### config.mk
export PLATFORM = sky130hd
export DESIGN_NAME = uart_rx_word_packer
export DESIGN_NICKNAME = d
export VERILOG_FILES = /design/src/rtl/uart_rx_word_packer.sv
export SDC_FILE = /design/constraint.sdc
export NUM_CORES = 1
export LEC_CHECK = 0
export BUFFER_PORTS_ARGS = -buffer_cell sky130_fd_sc_hd__buf_2
export CORE_ASPECT_RATIO = 1.75
export CORE_MARGIN = 4
export CORE_UTILIZATION = 50
export CTS_BUF_LIST = sky130_fd_sc_hd__clkbuf_16
export DETAILED_ROUTE_END_ITERATION = 12
export PLACE_DENSITY = 0.75
export SKIP_CTS_REPAIR_TIMING = 1
export SYNTH_ARGS = -nofsm -noshare
export SYNTH_HDL_FRONTEND = slang
export SYNTH_SLANG_ARGS = --single-unit
### constraint.sdc
create_clock -name clk -period 1.64 [get_ports clk]
set_clock_uncertainty 0.1 [all_clocks]
set_input_delay 0.082 -clock clk [delete_from_list [all_inputs] [get_ports clk]]
set_output_delay 0.082 -clock clk [all_outputs]
set_load 0.01 [all_outputs]
### src/rtl/uart_rx_word_packer.sv
// Packs NBYTES consecutive UART bytes (first byte in the LSBs) into one word with a valid/ready output.
// Optional inter-byte timeout that discards stale partial words: define UART_PACK_TIMEOUT_EN.
module uart_rx_word_packer #(
   parameter int NBITS         = 8,
   parameter int NBYTES        = 4,
   parameter int TIMEOUT_TICKS = 320
) (
   input  logic                      clk,
   input  logic                      rst,
   input  logic                      i_baud_rate,
   input  logic                      i_rx_done,
   input  logic [NBITS-1:0]          i_data,
   input  logic                      i_ready,
   input  logic                      i_clr_overflow,
   output logic                      o_valid,
   output logic [NBITS*NBYTES-1:0]   o_word,
   output logic [$clog2(NBYTES):0]   o_byte_count,
   output logic                      o_overflow,
   output logic                      o_timeout
);
   localparam int CW = $clog2(NBYTES) + 1;
   localparam int WW = NBITS * NBYTES;

   typedef enum logic {S_COLLECT, S_FULL} state_t;

   state_t          r_state, w_state_next;
   logic [CW-1:0]   r_count, w_count_next;
   logic [WW-1:0]   r_assembly, w_assembly_next;
   logic [WW-1:0]   r_word, w_word_next;
   logic            r_valid, w_valid_next;
   logic            r_overflow, w_overflow_next;
   logic            w_slot_free;
   logic            w_last;
   logic            w_set_ovf;
   logic [WW-1:0]   w_filled;

`ifdef UART_PACK_TIMEOUT_EN
   localparam int TW = $clog2(TIMEOUT_TICKS) + 1;
   logic [TW-1:0]   r_tmo_cnt, w_tmo_cnt_next;
   logic            r_timeout;
   logic            w_tmo_window;
   logic            w_expire;

   // Silence is only timed while a partial word is being assembled; any new byte restarts it.
   always_comb begin
      w_tmo_window   = (r_state == S_COLLECT) && (r_count != '0);
      w_expire       = w_tmo_window && i_baud_rate && !i_rx_done &&
                       (r_tmo_cnt == TW'(TIMEOUT_TICKS - 1));
      w_tmo_cnt_next = r_tmo_cnt;
      if (!w_tmo_window || i_rx_done || w_expire)
         w_tmo_cnt_next = '0;
      else if (i_baud_rate)
         w_tmo_cnt_next = r_tmo_cnt + TW'(1);
   end

   assign o_timeout = r_timeout;
`else
   logic w_unused_baud;
   assign w_unused_baud = i_baud_rate & (TIMEOUT_TICKS > 0);
   assign o_timeout     = 1'b0;
`endif

   assign w_slot_free = !r_valid || i_ready;
   assign w_last      = (r_count == CW'(NBYTES - 1));

   always_comb begin
      w_filled = r_assembly;
      for (int k = 0; k < NBYTES; k++) begin
         if (r_count == CW'(k))
            w_filled[k*NBITS +: NBITS] = i_data;
      end
   end

   always_comb begin
      w_state_next    = r_state;
      w_count_next    = r_count;
      w_assembly_next = r_assembly;
      w_word_next     = r_word;
      w_valid_next    = r_valid;
      w_set_ovf       = 1'b0;
      case (r_state)
         S_COLLECT: begin
            if (r_valid && i_ready)
               w_valid_next = 1'b0;
            if (i_rx_done) begin
               if (w_last && w_slot_free) begin
                  w_word_next     = w_filled;
                  w_valid_next    = 1'b1;
                  w_count_next    = '0;
                  w_assembly_next = '0;
               end else if (w_last) begin
                  w_assembly_next = w_filled;
                  w_count_next    = CW'(NBYTES);
                  w_state_next    = S_FULL;
               end else begin
                  w_assembly_next = w_filled;
                  w_count_next    = r_count + CW'(1);
               end
            end
`ifdef UART_PACK_TIMEOUT_EN
            else if (w_expire) begin
               w_count_next    = '0;
               w_assembly_next = '0;
            end
`endif
         end
         S_FULL: begin
            if (w_slot_free) begin
               w_word_next     = r_assembly;
               w_valid_next    = 1'b1;
               w_state_next    = S_COLLECT;
               w_assembly_next = '0;
               w_count_next    = '0;
               // A byte arriving on the draining edge starts the next word.
               if (i_rx_done) begin
                  w_assembly_next[NBITS-1:0] = i_data;
                  w_count_next               = CW'(1);
               end
            end else if (i_rx_done) begin
               w_set_ovf = 1'b1;
            end
         end
         default: w_state_next = S_COLLECT;
      endcase
      w_overflow_next = w_set_ovf || (r_overflow && !i_clr_overflow);
   end

   always_ff @(posedge clk or negedge rst) begin
      if (!rst) begin
         r_state    <= S_COLLECT;
         r_count    <= '0;
         r_assembly <= '0;
         r_word     <= '0;
         r_valid    <= 1'b0;
         r_overflow <= 1'b0;
`ifdef UART_PACK_TIMEOUT_EN
         r_tmo_cnt  <= '0;
         r_timeout  <= 1'b0;
`endif
      end else begin
         r_state    <= w_state_next;
         r_count    <= w_count_next;
         r_assembly <= w_assembly_next;
         r_word     <= w_word_next;
         r_valid    <= w_valid_next;
         r_overflow <= w_overflow_next;
`ifdef UART_PACK_TIMEOUT_EN
         r_tmo_cnt  <= w_tmo_cnt_next;
         r_timeout  <= w_expire;
`endif
      end
   end

   assign o_valid      = r_valid;
   assign o_word       = r_word;
   assign o_byte_count = r_count;
   assign o_overflow   = r_overflow;
endmodule

# Yosys cells after proc, flatten, opt, wreduce, memory -nomap -nowiden
# Cells that the tools add are included.
[classes]
bitwise = 1
n_eq_ne = 6
mux = 32
n_reduce_logical = 10
n_addsub = 1
[ops]
columns = ["cell", "count"]
rows = [
  ["32-bit two-way mux", 6],
  ["32-bit case mux with 2 select lines", 2],
  ["8-bit two-way mux", 5],
  ["1-bit two-way mux", 12],
  ["3-bit two-way mux", 4],
  ["3-bit by 2-bit == test with 1-bit output, second input constant", 2],
  ["3-bit case mux with 2 select lines", 1],
  ["2-bit != test, second input constant", 2],
  ["1-bit case mux with 2 select lines", 2],
  ["3-bit by 1-bit adder with 3-bit output, second input constant", 1],
  ["3-bit by 1-bit == test with 1-bit output, second input constant", 1],
  ["1-bit logical AND", 3],
  ["3-bit zero test", 1],
  ["3-bit AND reduction", 1],
  ["1-bit zero test", 2],
  ["1-bit logical OR", 2],
  ["2-bit by 1-bit != test with 1-bit output, second input constant", 1],
  ["2-bit AND reduction", 1],
  ["1-bit NOT", 1],
]
[word_totals]
output_inout_bits = 38
input_bits = 14
register_bits = 70

# Depth between registers and ports, before layout
# Gate-level depths: netlist (run 1).
[depth]
word_depth = 6
mapped_depth = 7
mapped_depth_nobuf = 6

# Least setup slack after synthesis (run 1)
# OpenSTA, ideal clock, no wires.
[synth_timing]
kind = "flip-flop to flip-flop"
start = "reg r_count[0] (netlist: o_byte_count[0])"
end = "reg r_assembly[24]"
t_arrival_ps = 1582
required_ps = 1419
setup_time_ps = 121
path_slack_ps = -163
path_stages_with_launch = 7
path_buffers = 1
cell_sequence = "dfrtp_1 -> ha_1 -> nand3b_1 -> and2_1 -> or2_1 -> clkbuf_1 -> a22o_1"
[synth_via]
elab_chain_len = 5
word_cells_on_any_way = 6
classes_between = "1 x eq/ne; 4 x mux; 1 x reduce/logical"
[synth_lines]
columns = ["element", "line_no", "text"]
rows = [
  ["from (decl)", "27", "logic [CW-1:0] r_count, w_count_next;"],
  ["from (signal assigned)", "142", "r_count <= w_count_next;"],
  ["3-bit by 2-bit == test with 1-bit output (*)", "64, 69", ""],
  ["8-bit two-way mux / 1-bit logical AND (equally long branches)", "69, 86", ""],
  ["32-bit two-way mux (*)", "86", "if (w_last && w_slot_free) begin"],
  ["32-bit two-way mux (*)", "85", "if (i_rx_done) begin"],
  ["32-bit case mux with 2 select lines (*)", "81", "case (r_state)"],
  ["to (signal assigned)", "143", "r_assembly <= w_assembly_next;"],
  ["to (decl)", "28", "logic [WW-1:0] r_assembly, w_assembly_next;"],
]
# Every way passes the cells marked *; elsewhere a longest branch is shown, timed or not. The select of a mux whose other input is x is not followed.
# A chain may end at the register's enable or synchronous reset.

# Worst setup path in the final report (run 1)
[layout_timing]
start = "reg r_count[0] (netlist: o_byte_count[0])"
end = "reg r_word[28] (netlist: o_word[28])"
[layout_via]
elab_chain_len = 5
word_cells_on_any_way = 8
classes_between = "2 x eq/ne; 4 x mux; 2 x reduce/logical"
[layout_lines]
columns = ["element", "line_no", "text"]
rows = [
  ["3-bit by 2-bit == test with 1-bit output (*)", "64, 69", ""],
  ["8-bit two-way mux", "69", "if (r_count == CW'(k))"],
  ["32-bit two-way mux", "86", ""],
  ["32-bit two-way mux", "85", ""],
  ["32-bit case mux with 2 select lines", "81", ""],
  ["to (signal assigned)", "144", "r_word <= w_word_next;"],
  ["to (decl)", "29", "logic [WW-1:0] r_word, w_word_next;"],
]
# Marks and branches as above.

==> results.sh, run 1 <==
export IMPL_postLayoutCellArea_um2=4045
export IMPL_cts_root_buffer_cell="clkbuf_16"
export IMPL_postSynthRegisterBits=70
export IMPL_core_rowCount=37
export IMPL_arrival_time_of_the_worst_setup_path_ps=1740
export IMPL_hold_path_class="primary input to flip-flop"
export IMPL_synth_largest_type_area_fraction_pct=57.24
export IMPL_antenna_found_initial=0
export IMPL_fp_dieArea_um2=7486
export IMPL_detail_route_iter0_violations=116
export IMPL_drt_pass1_iter_count=4
export IMPL_final_period_utilization_pct=99.97
export IMPL_initial_utilization_pct=51.65
export IMPL_placement_cell_area_um2=3545
export IMPL_ys_warnings_count=0
export IMPL_grt_start_max_net_pins=71
export IMPL_critical_path_slowest_cell="dfrtp_2"
export IMPL_core_area_um2=5926
export IMPL_diodes=0
export IMPL_floorplan_die_width_um=67.14
export IMPL_rsz0062_at_grt="true"
export IMPL_die_h_um=111.5
export IMPL_synth_top_flop_cell="dfrtp_1"
export IMPL_syn_area_cell_um2=11.33
export IMPL_synthArstFlopShare_pct=100.0
export IMPL_worst_setup_hold_path_clk_slew_ps=50
export IMPL_synth_top_cells_by_area="dfrtp_1, mux2i_1, a22o_1"
export IMPL_clock_sinks=70
export IMPL_run_status="finished, violations left"
export IMPL_bufs_on_longest_clock_path=2
export IMPL_critical_path_startpoint="o_byte_count[0]"
export IMPL_maxClockFrequency_ghz=0.6099
export IMPL_vdd_ir_drop_worst_uv=1098
export IMPL_synthDominantAreaCellType="dfrtp_1"
export IMPL_yosysSeqAreaShare_pct=57.24
export IMPL_number_of_buffers_inserted_by_port_buffering=49
export IMPL_post_place_cells=396
export IMPL_area_delta_synth_final_pct=32.18
export IMPL_first_global_vias=2248
export IMPL_cts_tree="built"
export IMPL_critical_path_max_stage_delay_ps=430
export IMPL_holdCritStartpoint="i_rx_done"
export IMPL_power_density_nw_per_um2=1962
export IMPL_grt_overflow=0
export IMPL_routabilityCongestion=0.8514
export IMPL_cts_max_level=3
export IMPL_synth_most_common_cell="dfrtp_1"
export IMPL_ant_nets=0
export IMPL_avgViaCountPerCell=5.394
export IMPL_cap_viol_max_count=0
export IMPL_grt_pass1_wl_um=11340
export IMPL_failed_checks="hold timing"
export IMPL_finalWirelength_um=7082
export IMPL_worstSetupEndpointType="flip-flop"
export IMPL_synthesis_area_um2=3060
export IMPL_half_perimeter_wire_length_after_placement_um=4691
export IMPL_num_vias=2260
export IMPL_worst_path_max_fanout=6
export IMPL_power_leakage_nw=1.909
export IMPL_drc=0
export IMPL_cts_made_buffers=9
export IMPL_r2r_start="o_byte_count[0]"
export IMPL_nNetsFinal=354
export IMPL_synth_enable_flop_cells=0
export IMPL_finish_cell_count_without_fillers=419
export IMPL_number_of_setup_violations_in_the_final_report=0
export IMPL_grt_total_usage_pct=20.11
export IMPL_hold_violations=1
export IMPL_path_cells="ha_4, nand2b_2, nor2_4, mux2i_1, o21ai_0"
export IMPL_timing_critical_path_max_delay_family="flip-flops"
export IMPL_period_needed_ps=1640
export IMPL_post_route_cells_drive_above_1_share_pct=35.78
export IMPL_timing_max_transition_violations_final=0
export IMPL_yosys_top_cells_count="dfrtp_1, nand2_1, a22o_1, mux2i_1, o21ai_0"
export IMPL_hold_worst_slack_ps=-11.15
export IMPL_cp_start_kind="flip-flop"
export IMPL_synth_nets=288
export IMPL_syn_inst=270
export IMPL_critical_setup_path_class="flip-flop to flip-flop"
export IMPL_synth_lib_cells_used_distinct=31
export IMPL_worstPathRequired_ps=1740
export IMPL_insertion_delay_of_the_later_clocked_pin_in_the_worst_skew_pair_ps=330
export IMPL_boundaryPins=52
export IMPL_routedWlPerCell_um=16.90
export IMPL_critical_path_n_buffers_inverters=0
worst register-to-register path: stages, from the launching register on:
cell and delay, ps:
dfrtp_2 430, ha_4 180, nand2b_2 150, nor2_4 260, mux2i_1 280, o21ai_0 120
state kept, by name, indices dropped and copies added (netlist names):
signal	cells
o_overflow	1
r_state	1
o_word	32
r_assembly	32
o_byte_count	3
o_valid	1
layer usage:
metal  part of all wire (%)  GRT usage [%]
met1                     41          25.37
met2                     52          32.92
met5                      0              0
met3                    3.9          4.541
met4                    2.6          7.724
path summary, 6_finish.rpt:
path / slack (ps) / depth (start not counted) / endpoint
hold reg to reg: 370 / 2 / o_word[8]
setup / recovery: 0.5 / 5 / o_word[28]
min in group asynchronous: 200 / 3 / o_word[3]
hold / removal: -10 / 3 / o_overflow
max in group asynchronous: 940 / 3 / o_word[30]
setup reg to reg: 0.5 / 5 / o_word[28]
per-stage QoR:
stage	hold slack [ps]	TNS [ps]	worst slack (ps)	power [W]	utilization, %
floorplan	-313.6	-288.3	-12.52	0.004469	-
global placement	26.23	-260.1	-18.28	0.005472	59.82
detailed placement	33.42	-1633	-79.24	0.005577	59.82
CTS	-326.0	-2103	-94.09	0.007494	64.72
global route	2.953	-1202	-56.54	0.008427	68.26
finish	-11.15	0	0.4552	0.007937	68.26
logic make-up (layout without fill, tap and decap cells):
kind of cell	Yosys count	count (layout)	synth area share, %
compound gates	78	78	17.95
fa+ha+maj	4	4	1.635
buf+inv	25	95	3.475
flops	70	70	57.24
mux	32	32	10.47
other cells	1	1	0.1225
simple gates	60	61	9.117
power by group:
part | total [W] | switching [W] | internal [W]
logic | 0.00331 | 0.00162 | 0.00169
clock network | 0.00187 | 0.000709 | 0.00116
registers | 0.00275 | 0.000390 | 0.00236
total | 0.00794 | 0.00271 | 0.00522
layout by cell type (no fill, tap or decap), drive strengths merged, types with 2 or more instances in the layout:
cell         instances
a22o                32
clkbuf               9
clkinv               4
clkinvlp             2
nand2               36
a21oi                3
mux2i               32
o21ai               35
nand2b               7
dfrtp               70
a211oi               3
inv                  4
dlygate4sd3          2
buf                 73
o21a                 2
nor2                11
ha                   4
area by class of cell:
class | instances | area [um2]
fill | 459 | 1881
timing repair buffer | 75 | 511.7
multi-input combinational | 176 | 1376
clock buffer | 9 | 225.2
clock inverter | 7 | 65.06
inverter | 4 | 15.01
tap | 78 | 97.59
sequential | 70 | 1754
(Power assumes the default switching activity.)
==> run 2: changes to the inputs <==
Settings changed: PLACE_DENSITY 0.75 to 0.72, SETUP_SLACK_MARGIN set to 0.4.
Clock period 1.64 ns to 1.9 ns, I/O delays scaled along.
==> results.sh, run 2 (synthesis results as in run 1) <==
export IMPL_ant_nets=0
export IMPL_cts_tree="built"
export IMPL_nNetsFinal=353
export IMPL_diodes=0
export IMPL_area_of_combinational_cells_with_multiple_inputs_um2=1344
export IMPL_bufs_on_longest_clock_path=2
export IMPL_critical_path_slowest_cell="dfrtp_2"
export IMPL_power_leakage_nw=1.908
export IMPL_grt_start_max_net_pins=45
export IMPL_critical_path_max_stage_delay_ps=460
export IMPL_layout_common_cells="dfrtp_1, buf_2, nand2_1"
export IMPL_avgViaCountPerCell=5.502
export IMPL_boundaryPins=52
export IMPL_worstPathRequired_ps=2000
export IMPL_area_delta_synth_final_pct=30.87
export IMPL_final_ws_setup_ps=202.7
export IMPL_die_h_um=111.5
export IMPL_routedWlPerCell_um=17.79
export IMPL_insertion_delay_of_the_later_clocked_pin_in_the_worst_skew_pair_ps=330
export IMPL_cap_viol_max_count=0
export IMPL_core_rowCount=37
export IMPL_floorplan_die_width_um=67.14
export IMPL_hold_violations=1
export IMPL_core_area_um2=5926
export IMPL_antenna_found_initial=0
export IMPL_placement_setup_worst_slack_ps=112.5
export IMPL_arrival_time_of_the_worst_setup_path_ps=1800
export IMPL_cts_root_buffer_cell="clkbuf_16"
export IMPL_run_status="finished, violations left"
export IMPL_setup_tns_final_ps=0
export IMPL_half_perimeter_wire_length_after_placement_um=4491
export IMPL_post_route_cells_drive_above_1_share_pct=34.02
export IMPL_final_period_utilization_pct=89.33
export IMPL_drc=0
export IMPL_vdd_ir_drop_worst_uv=811.6
export IMPL_maxClockFrequency_ghz=0.5892
export IMPL_fill_cells=474
export IMPL_timing_max_transition_violations_final=0
export IMPL_hold_path_class="primary input to flip-flop"
export IMPL_rsz0062_at_grt="true"
export IMPL_clock_sinks=70
export IMPL_detail_route_iter0_violations=129
export IMPL_final_common_cell="dfrtp_1"
export IMPL_seqCellArea_um2=1754
export IMPL_cts_max_level=3
export IMPL_first_global_vias=2196
export IMPL_num_vias=2289
export IMPL_grt_total_usage_pct=20.44
export IMPL_cts_made_buffers=9
export IMPL_fp_dieArea_um2=7486
export IMPL_failed_checks="hold timing"
export IMPL_grt_pass1_wl_um=11340
export IMPL_routabilityCongestion=0.8230
export IMPL_worst_path_max_fanout=6
export IMPL_worst_setup_hold_path_clk_slew_ps=50
export IMPL_number_of_setup_violations_in_the_final_report=0
export IMPL_grt_overflow=0
export IMPL_initial_utilization_pct=51.65
export IMPL_critical_setup_path_class="flip-flop to flip-flop"
export IMPL_finalWirelength_um=7401
export IMPL_power_density_nw_per_um2=1673
export IMPL_worstSetupEndpointType="flip-flop"
export IMPL_period_needed_ps=1697
export IMPL_hold_worst_slack_ps=-0.3902
export IMPL_drt_pass1_iter_count=4
export IMPL_number_of_buffers_inserted_by_port_buffering=49
export IMPL_path_cells="buf_6, ha_4, nand2b_4, nor2_4, buf_4, mux2i_1, o21ai_0"
export IMPL_cp_start_kind="flip-flop"
## run 2: changes by cell type in the layout (fill, tap and decap cells not counted), sizes merged
cell and delta:
clkinvlp -2, inv +2, clkbuf +1, bufinv -1, clkinv -1, buf -2
## run 2: critical path, delay by kind of cell, from the launching register on
kind | cells | cell delay (ps)
mux | 1 | 170
fa+ha+maj | 1 | 140
compound gates | 1 | 110
buf+inv | 2 | 300
flops | 1 | 460
simple gates | 2 | 290
## run 2: final cells by class
| class | instances | area share [%] |
|---|---|---|
| clock inverters | 5 | 0.5311 |
| repair buffers | 74 | 13.62 |
| well taps | 78 | 2.437 |
| flip-flops and latches | 70 | 43.80 |
| multi-input cells | 176 | 33.55 |
| clock buffers | 9 | 5.623 |
| inverters | 4 | 0.4374 |
## run 2: final timing paths
kind                                       from    endpoint  slack [ps]  cells after the start
worst max-delay path            o_byte_count[1]  o_word[20]         200                      7
worst min-delay path                  i_rx_done  o_overflow        -0.4                      3
worst max register to register  o_byte_count[1]  o_word[20]         200                      7
worst min register to register        o_word[2]   o_word[2]         370                      2
max in group asynchronous                   rst  o_word[15]         940                      3
min in group asynchronous                   rst  o_word[24]         140                      2
## run 2: routing by layer
layer / GRT usage, % / wire, um
met5: 0 / 0
met1: 27.07 / 3085
met2: 30.88 / 3745
met4: 8.672 / 184
met3: 5.954 / 387
## run 2: per-stage QoR
| step | hold slack (ps) | cells | utilization [%] | power [W] | area [um2] |
|---|---|---|---|---|---|
| after global routing | 19.30 | 416 | 67.59 | 0.007139 | 4005 |
| after detailed placement | -35.75 | 386 | 58.36 | 0.004617 | 3458 |
| after global placement | -45.91 | 386 | 58.36 | 0.004547 | 3458 |
| after CTS | -388.0 | 400 | 62.52 | 0.006068 | 3705 |
| final | -0.3902 | 416 | 67.59 | 0.006701 | 4005 |
| after floorplan | -300.6 | 270 | - | 0.003961 | 3146 |
## run 2: report_power, final
group / switching [W] / internal, W / total (W)
Combinational: 0.00141 / 0.00150 / 0.00291
Clock: 0.000574 / 0.000847 / 0.00142
Sequential: 0.000333 / 0.00204 / 0.00237
Total: 0.00231 / 0.00439 / 0.00670
==> run 3: changes to the inputs <==
Settings changed: ABC_AREA set to 1, PLACE_DENSITY 0.72 to 0.71.
==> results.sh, run 3 <==
export IMPL_run_status="finished, final reports clean"
export IMPL_number_of_setup_violations_in_the_final_report=0
export IMPL_setup_tns_final_ps=0
export IMPL_drc=0
export IMPL_holdCritStartpoint="i_ready"
export IMPL_area_of_combinational_cells_with_multiple_inputs_um2=2161
export IMPL_highest_signal_layer="met4"
export IMPL_diodes=0
export IMPL_detail_route_wirelength_met1_um=4295
export IMPL_final_core_util_pct=70.27
export IMPL_layout_common_cells="nand2_1, dfrtp_1, nand3_1"
export IMPL_power_density_nw_per_um2=1538
export IMPL_vdd_ir_drop_worst_uv=1007
export IMPL_antenna_found_initial=0
export IMPL_postSynthRegisterBits=70
export IMPL_die_h_um=122.8
export IMPL_period_needed_ps=1546
export IMPL_critical_path_n_buffers_inverters=2
export IMPL_seqCellArea_um2=1755
export IMPL_grt_overflow=0
export IMPL_cts_tree="built"
export IMPL_critical_path_slowest_cell="dfrtp_2"
export IMPL_routedWlPerCell_um=17.45
export IMPL_maxClockFrequency_ghz=0.6468
export IMPL_syn_area_cell_um2=7.212
export IMPL_synth_top_flop_cell="dfrtp_1"
export IMPL_worstPathRequired_ps=2080
export IMPL_fill_cells=543
export IMPL_synth_most_common_cell="nand2_1"
export IMPL_power_leakage_nw=2.712
export IMPL_ant_nets=0
export IMPL_synthArstFlopShare_pct=100.0
export IMPL_synth_lib_cells_used_distinct=21
export IMPL_num_vias=3895
export IMPL_cts_max_level=3
export IMPL_critical_setup_path_class="flip-flop to flip-flop"
export IMPL_core_rowCount=41
export IMPL_cp_start_kind="flip-flop"
export IMPL_timing_max_transition_violations_final=0
export IMPL_synth_nets=540
export IMPL_critical_path_max_stage_delay_ps=420
export IMPL_cap_viol_max_count=0
export IMPL_number_of_logic_stages_on_the_critical_path_including_buffering=7
export IMPL_worstSetupEndpointType="flip-flop"
export IMPL_bufs_on_longest_clock_path=2
export IMPL_initial_utilization_pct=51.68
export IMPL_insertion_delay_of_the_later_clocked_pin_in_the_worst_skew_pair_ps=340
export IMPL_cts_root_buffer_cell="clkbuf_16"
export IMPL_nNetsFinal=607
export IMPL_yosysSeqAreaShare_pct=46.53
export IMPL_routabilityCongestion=0.8576
export IMPL_worst_path_max_fanout=7
export IMPL_finish_cell_count_without_fillers=680
export IMPL_synthesis_area_um2=3765
export IMPL_whs_path_depth=4
export IMPL_timing_critical_path_max_delay_family="flip-flops"
export IMPL_ys_warnings_count=0
export IMPL_detail_route_iter0_violations=499
export IMPL_r2r_start="o_byte_count[0]"
export IMPL_area_delta_synth_final_pct=35.96
export IMPL_synth_enable_flop_cells=0
export IMPL_post_route_cells_drive_above_1_share_pct=31.65
export IMPL_worst_setup_hold_path_clk_slew_ps=50
export IMPL_dr_wl_met2_um=6115
export IMPL_post_place_cells=643
export IMPL_boundaryPins=52
export IMPL_core_area_um2=7284
export IMPL_syn_inst=522
export IMPL_cp_common_cell="nand3_4"
export IMPL_synth_largest_type_area_fraction_pct=46.53
export IMPL_fp_dieArea_um2=9037
export IMPL_grt_total_usage_pct=24.12
export IMPL_synth_top_cells_by_area="dfrtp_1, nand2_1, nand3_1"
export IMPL_avgViaCountPerCell=5.728
export IMPL_floorplan_die_width_um=73.60
export IMPL_rsz0062_at_grt="true"
export IMPL_hold_path_class="primary input to flip-flop"
export IMPL_final_period_utilization_pct=81.38
export IMPL_arrival_time_of_the_worst_setup_path_ps=1720
export IMPL_half_perimeter_wire_length_after_placement_um=6646
export IMPL_grt_pass1_wl_um=16750
export IMPL_cts_made_buffers=9
export IMPL_final_common_cell="nand2_1"
export IMPL_number_of_buffers_inserted_by_port_buffering=49
export IMPL_finalWirelength_um=11870
export IMPL_synthDominantAreaCellType="dfrtp_1"
export IMPL_grt_start_max_net_pins=54
export IMPL_clock_sinks=70
export IMPL_critical_path_startpoint="o_byte_count[0]"
export IMPL_path_cells="ha_4, nand3_4, a21oi_4, buf_12, clkbuf_16, nand3_4, nand2_2"
export IMPL_first_global_vias=3596
export IMPL_drt_pass1_iter_count=6
export IMPL_wl_met3_um=833
export IMPL_yosys_top_cells_count="nand2_1, nand3_1, dfrtp_1, inv_1, nor2_1"
export IMPL_hold_violations=0
export IMPL_worst_r2r_cell_count=7
[run 3: cell type report]
class / count / area share [%]
inverter: 39 / 3.153
clock inverter: 7 / 0.5133
tap: 86 / 2.102
multi-input combinational: 386 / 42.21
clock buffer: 9 / 4.400
sequential: 70 / 34.29
timing repair buffer: 83 / 13.32
[run 3: logic make-up (layout without fill, tap and decap cells)]
family                     count (synthesis)  in the layout  share of synthesized area, %
and+or+nand+nor                          346            347                         39.08
buffers and inverters                     67            138                         8.043
adders and majority gates                  4              4                         1.329
DFF                                       70             70                         46.53
other                                      1              1                       0.09961
AOI/OAI and AO/OA                         34             34                         4.919
[run 3: worst reg2reg max path: cells and delay by family (launching register included)]
kind                       cells  cell delay (ps)
and+or+nand+nor                3              240
adders and majority gates      1              210
AOI/OAI and AO/OA              1              180
buffers and inverters          2              330
DFF                            1              420
[run 3: path summary, 6_finish.rpt]
path	end	slack, ps
setup reg to reg	o_word[7]	350
hold / removal	r_state	40
min in group asynchronous	o_word[21]	150
setup / recovery	o_word[7]	350
hold reg to reg	o_word[17]	360
max in group asynchronous	o_byte_count[1]	900
[run 3: through the flow]
| step | hold slack (ps) | total power [W] | cell area [um2] | setup slack, ps |
|---|---|---|---|---|
| 2_1_floorplan | -300.6 | 0.004439 | 3787 | 409.6 |
| 3_3_place_gp | -37.35 | 0.005201 | 4106 | 164.5 |
| 3_5_place_dp | -25.65 | 0.005341 | 4106 | 105.8 |
| 4_1_cts | -390.5 | 0.006815 | 4358 | 91.90 |
| 5_1_grt | 71.28 | 0.008422 | 5119 | 291.6 |
| 6_report | 42.38 | 0.007873 | 5119 | 353.8 |
[run 3: power by group]
group	switching [W]	internal [W]
logic	0.00240	0.00154
registers	0.000381	0.00210
clock network	0.000603	0.000849
[run 3: routing by layer]
metal,vias to the layer above,global-route usage (%)
met5,-,0
met4,0,9.410
met3,59,5.738
met2,204,39.56
met1,1835,30.23
li1,1797,-
